**src/rtl/radio_serial_deframer.sv**
```systemverilog
// Serial sync-hunting deframer: finds SYNC_WORD in a 1-bit stream, deserialises a
// fixed-length frame into words and queues them on an Avalon-ST source with SOP/EOP.
module radio_serial_deframer #(
  parameter int unsigned       SYNC_W      = 32,
  parameter logic [SYNC_W-1:0] SYNC_WORD   = 32'h1ACFFC1D,
  parameter int unsigned       WORD_W      = 32,
  parameter int unsigned       FRAME_WORDS = 4,
  parameter int unsigned       FIFO_DEPTH  = 4
) (
  input  logic              clk,
  input  logic              reset_n,
  input  logic              rx_serial_data,
  input  logic              rx_bit_en,
  output logic [WORD_W-1:0] out_data,
  output logic              out_valid,
  input  logic              out_ready,
  output logic              out_sop,
  output logic              out_eop,
  output logic              locked,
  output logic [7:0]        frame_count,
  output logic              overflow,
  input  logic              clear_overflow
);

  localparam int unsigned BCNT_W = (WORD_W > 1) ? $clog2(WORD_W) : 1;
  localparam int unsigned IDX_W  = (FRAME_WORDS > 1) ? $clog2(FRAME_WORDS) : 1;
  localparam int unsigned PTR_W  = $clog2(FIFO_DEPTH);
  localparam int unsigned CNT_W  = PTR_W + 1;
  localparam int unsigned ENT_W  = WORD_W + 2;

  typedef enum logic {ST_HUNT, ST_PAYLOAD} state_t;

  state_t            r_state;
  logic [SYNC_W-2:0] r_sr;
  logic [WORD_W-2:0] r_wsr;
  logic [BCNT_W-1:0] r_bit_cnt;
  logic [IDX_W-1:0]  r_word_idx;
  logic [7:0]        r_frame_count;
  logic              r_overflow;

  logic [ENT_W-1:0]  r_mem [FIFO_DEPTH];
  logic [PTR_W-1:0]  r_wr_ptr;
  logic [PTR_W-1:0]  r_rd_ptr;
  logic [CNT_W-1:0]  r_count;

  logic [SYNC_W-1:0] w_sr_next;
  logic [WORD_W-1:0] w_word;
  logic              w_word_done;
  logic              w_first;
  logic              w_last;
  logic              w_full;
  logic              w_push;
  logic              w_pop;
  logic [ENT_W-1:0]  w_head;

  assign w_sr_next   = {r_sr, rx_serial_data};
  assign w_word      = {r_wsr, rx_serial_data};
  assign w_word_done = (r_state == ST_PAYLOAD) && rx_bit_en &&
                       (r_bit_cnt == BCNT_W'(WORD_W - 1));
  assign w_first     = (r_word_idx == '0);
  assign w_last      = (r_word_idx == IDX_W'(FRAME_WORDS - 1));
  assign w_full      = (r_count == CNT_W'(FIFO_DEPTH));
  assign w_push      = w_word_done && !w_full;
  assign w_pop       = out_valid && out_ready;

  assign w_head      = r_mem[r_rd_ptr];
  assign out_data    = w_head[ENT_W-1:2];
  assign out_sop     = w_head[1];
  assign out_eop     = w_head[0];
  assign out_valid   = (r_count != '0);
  assign locked      = (r_state == ST_PAYLOAD);
  assign frame_count = r_frame_count;
  assign overflow    = r_overflow;

  // Hunt / payload sequencing; only advances on bit strobes.
  always_ff @(posedge clk or negedge reset_n) begin
    if (!reset_n) begin
      r_state       <= ST_HUNT;
      r_sr          <= '0;
      r_wsr         <= '0;
      r_bit_cnt     <= '0;
      r_word_idx    <= '0;
      r_frame_count <= '0;
    end else if (rx_bit_en) begin
      case (r_state)
        ST_HUNT: begin
          r_sr <= w_sr_next[SYNC_W-2:0];
          if (w_sr_next == SYNC_WORD) begin
            r_state   <= ST_PAYLOAD;
            r_bit_cnt <= '0;
          end
        end
        ST_PAYLOAD: begin
          r_wsr <= w_word[WORD_W-2:0];
          if (w_word_done) begin
            r_bit_cnt <= '0;
            if (w_last) begin
              // Clearing the hunt register keeps payload bits from forming a false sync.
              r_state       <= ST_HUNT;
              r_sr          <= '0;
              r_word_idx    <= '0;
              r_frame_count <= r_frame_count + 8'd1;
            end else begin
              r_word_idx <= r_word_idx + IDX_W'(1);
            end
          end else begin
            r_bit_cnt <= r_bit_cnt + BCNT_W'(1);
          end
        end
        default: r_state <= ST_HUNT;
      endcase
    end
  end

  // Sticky overflow; a drop wins over a same-cycle clear.
  always_ff @(posedge clk or negedge reset_n) begin
    if (!reset_n) begin
      r_overflow <= 1'b0;
    end else if (w_word_done && w_full) begin
      r_overflow <= 1'b1;
    end else if (clear_overflow) begin
      r_overflow <= 1'b0;
    end
  end

  // Show-ahead output FIFO holding {data, sop, eop}.
  always_ff @(posedge clk or negedge reset_n) begin
    if (!reset_n) begin
      r_wr_ptr <= '0;
      r_rd_ptr <= '0;
      r_count  <= '0;
      for (int i = 0; i < FIFO_DEPTH; i++) r_mem[i] <= '0;
    end else begin
      if (w_push) begin
        r_mem[r_wr_ptr] <= {w_word, w_first, w_last};
        r_wr_ptr        <= r_wr_ptr + PTR_W'(1);
      end
      if (w_pop) r_rd_ptr <= r_rd_ptr + PTR_W'(1);
      case ({w_push, w_pop})
        2'b10:   r_count <= r_count + CNT_W'(1);
        2'b01:   r_count <= r_count - CNT_W'(1);
        default: r_count <= r_count;
      endcase
    end
  end

endmodule
```
**config.mk**
```make
export PLATFORM = sky130hd
export DESIGN_NAME = radio_serial_deframer
export DESIGN_NICKNAME = d
export VERILOG_FILES = /design/src/rtl/radio_serial_deframer.sv
export SDC_FILE = /design/constraint.sdc
export NUM_CORES = 1
export LEC_CHECK = 0
export BUFFER_PORTS_ARGS = -buffer_cell sky130_fd_sc_hd__clkbuf_2
export CORE_AREA = 4 4 138 140
export CTS_BUF_LIST = sky130_fd_sc_hd__clkbuf_4
export DETAILED_ROUTE_END_ITERATION = 16
export DIE_AREA = 0 0 142 144
export GPL_TIMING_DRIVEN = 0
export PLACE_DENSITY = 0.77
export SYNTH_ARGS = -nofsm -noshare
export SYNTH_HDL_FRONTEND = slang
export SYNTH_SLANG_ARGS = --single-unit
```
**constraint.sdc**
```tcl
create_clock -name clk -period 7.32 [get_ports clk]
set_input_delay 0.732 -clock clk [delete_from_list [all_inputs] [get_ports clk]]
set_output_delay 0.732 -clock clk [all_outputs]
set_load 0.05 [all_outputs]
```
==> flow_metrics.py <==
metrics = {
    "worst_setup_path": {
        "worstSetupEndpointType": "primary output",
        "path_buf_inv": 3,
        "cp_slowest_stage_delay_ns": 0.62,
        "critPathTopFamily": "buffers and inverters",
        "crit_path_cell_trace": "clkbuf_1 > buf_1 > mux4_2 > clkbuf_2",
        "cp_data_required_time_ns": 6.59,
        "crit_type": "register to primary output",
        "worstPathArrival_ns": 2.64,
        "crit_fanout": 10,
        "cp-start-kind": "register",
        "slowest_stage": "buf_1",
    },
    "synthesis": {
        "synth_mux_area_share_pct": 27.7,
        "synth_area_um2": 9600,
        "ys_warn_count": 0,
        "synthFlopType": "dfrtp_1",
        "synthSimpleGateAreaFrac_pct": 7.31,
        "synth_seq_cells": 222,
        "syn-num-nets": 673,
        "synth_edf_count": 0,
        "seq_area_frac_synth_pct": 57.9,
        "avgSynthCellArea_um2": 14.6,
        "yosys.area_share.xor_xnor_pct": 1.19,
        "synthAdderAreaFrac_pct": 1.51,
        "synthCells": 656,
        "synth-async-reset-ratio_pct": 100,
        "synth_top_family_by_area": "multiplexers",
        "synthDistinctLibCells": 41,
        "synth_compound_area_share_pct": 1.64,
    },
    "placement": {
        "gp_congestion": 0.855,
        "port_buffers": 49,
        "place_area_um2": 10200,
        "dp_hpwl_mm": 12.1,
        "dp_cells": 935,
    },
    "cts": {
        "clockRootBuffer": "clkbuf_4",
        "cts_resized": 0,
        "tritoncts": "yes",
        "clock-sinks": 222,
        "cts_max_level": 2,
        "cts_buffer_depth": 3,
        "post_cts_buffers": 0,
        "worst_skew_pair.late_latency_ns": 0.64,
        "cts_buffers": 56,
        "clk_pin_slew_worst_paths_ns": 0.07,
        "cts_hold_buffers": 0,
    },
    "finish": {
        "final_cells": 1036,
        "area_delta_synth_final_pct": 13.1,
        "final_layout_size_suffix_gt1_share_pct": 42.6,
        "layout_commonest_cell": "dfrtp_1",
        "final_cell_mix": "dfrtp_1 (222), mux2_2 (147), clkbuf_4 (82), nand2_1 (75), clkbuf_2 (48)",
        "final_nets": 781,
        "finish.utilization_pct": 60.9,
        "antenna_cells": 0,
        "stdcell_area_um2": 10900,
    },
    "grt": {
        "grt_util_met3_pct": 3.90,
        "grt_util_met2_pct": 33.5,
        "grt_pass1_wl_mm": 31.2,
        "grt_pass1_vias": 6285,
        "grt-ovfl-total": 0,
        "use_met1_pct": 23.5,
        "grt_usage_pct": 18.9,
        "grt_antenna_before_repair": 0,
        "grt-busiest-layer": "met2",
        "grt_max_degree": 122,
    },
    "die": {
        "die_area_um2": 20400,
        "placementRows": 49,
        "start_util_pct": 53.8,
        "die_w_um": 142,
        "die_h_um": 144,
        "io_pins": 51,
        "coreArea_um2": 17800,
    },
    "sta": {
        "max_freq_mhz": 296,
        "slew_headroom_pct": 45.8,
        "period_share_pct": 46.1,
        "setup_tns_ns": 0,
        "hold_violations": 0,
        "rsz0062_at_grt": "false",
        "drv_slew": 0,
        "tightest_slew_ns": 0.812,
        "fin_worst_skew_ns": 0.0186,
        "finalCriticalPeriod_ns": 3.37,
        "finalSetupViolations": 0,
    },
    "detailed_routing": {
        "vias": 5676,
        "dr.first_iter.drc_count": 266,
        "routedWlPerCell_um": 17.7,
        "post_drt_via_cell_ratio": 5.48,
        "drc": 0,
        "firstDrtPassIters": 4,
        "ant_nets": 0,
        "wl_mm": 18.4,
    },
    "status": {
        "status": "complete, no violations",
    },
    "power": {
        "p_per_area_nw_per_um2": 214,
        "power_mw": 2.32,
        "peakVddDrop_v": 0.000141,
        "leakagePower_nw": 5.66,
    },
    "run": {
        "cap_violations": 0,
    },
    "hold_path": {
        "hold_class": "input pin to async pin",
    },
}
==> cell type report <==
class                   count  area (µm²)
repair buffers             50         282
plain buffers              35         233
multi-input cells         389        3780
clock inverters            19        72.6
fillers                  1324        6980
clock buffers              82         616
flip-flops and latches    222        5560
inverters                  10        37.5
well taps                 229         287
==> logic make-up (layout without fill, tap and decap cells) <==
| kind of cell | Yosys count | in the layout |
|---|---|---|
| flip-flops | 222 | 222 |
| multiplexers | 202 | 202 |
| AND/OR/NAND/NOR | 143 | 143 |
| buffers and inverters | 45 | 196 |
| AO/OA/AOI/OAI | 20 | 20 |
| XOR/XNOR | 13 | 13 |
| adder cells (fa/ha/maj) | 11 | 11 |
==> worst reg2reg max path, delay by kind of cell, from the launching register on <==
kind | cells | cell delay (ns)
flip-flops | 1 | 0.41
XOR/XNOR | 2 | 0.30
adder cells (fa/ha/maj) | 4 | 0.94
buffers and inverters | 2 | 0.18
AND/OR/NAND/NOR | 3 | 0.40
AO/OA/AOI/OAI | 1 | 0.40
==> path summary, 6_finish.rpt <==
| path | startpoint | endpoint | slack, ns | cells after the start |
|---|---|---|---|---|
| max in group asynchronous | reset_n | r_mem[28]$_DFFE_PN0P_ | 6.13 | 2 |
| setup / recovery | r_rd_ptr[1]$_DFFE_PN0P_ | out_data[30] | 3.95 | 4 |
| hold reg to reg | frame_count[7]$_DFFE_PN0P_ | frame_count[7]$_DFFE_PN0P_ | 0.48 | 1 |
| setup reg to reg | r_bit_cnt[0]$_DFFE_PN0P_ | r_count[2]$_DFFE_PN0P_ | 4.57 | 12 |
| hold / removal | reset_n | r_mem[42]$_DFFE_PN0P_ | 0.17 | 1 |
| min in group clk | clear_overflow | overflow$_DFFE_PN0P_ | 0.30 | 2 |
==> stage by stage <==
stage / hold slack [ns] / setup WS, ns
4_1_cts: 0.179 / 3.85
6_report: 0.171 / 3.95
5_1_grt: 0.211 / 3.76
2_1_floorplan: 0.436 / 4.96
3_5_place_dp: 0.471 / 4.57
3_3_place_gp: 0.461 / 1.59
==> per-layer routing <==
layer	vias up	share of wire, %
li1	2632	-
met1	2917	42
met2	100	53
met3	27	3.4
met4	0	1.5
met5	-	0
==> synthesized netlist by cell type, types with 2 or more instances <==
cell type	number	area share, %
and4b_1	3	0.31
inv_1	10	0.39
and3_1	5	0.33
and2_1	2	0.13
nor3_1	2	0.10
nand2_4	4	0.47
nand3_1	36	1.9
buf_6	12	1.4
o2111ai_1	2	0.18
mux4_2	34	8.0
clkbuf_1	13	0.51
o21ai_0	5	0.26
ha_1	10	1.3
xor2_1	4	0.36
buf_2	9	0.47
o22ai_1	2	0.13
nor2_1	3	0.12
nand4_1	5	0.33
o311ai_0	2	0.18
dfrtp_1	222	58
nor4bb_1	2	0.21
mux2_1	21	2.5
or3_1	2	0.13
mux2_2	147	17
xnor2_1	9	0.82
nand2_1	75	2.9
==> flip-flops by register name, indices dropped and copies added (netlist names) <==
signal,count
frame_count,8
locked,1
overflow,1
r_bit_cnt,5
r_count,3
r_mem,136
r_rd_ptr,2
r_sr,31
r_word_idx,2
r_wr_ptr,2
r_wsr,31
==> report_power, final <==
part	internal [mW]	leakage [nW]	switching, mW	total [mW]
Sequential	1.25	3.08	0.0200	1.27
Combinational	0.0165	2.17	0.0438	0.0603
Clock	0.513	0.415	0.476	0.989
Total	1.78	5.66	0.540	2.32
Note: power is estimated with default switching activity, not from simulation.
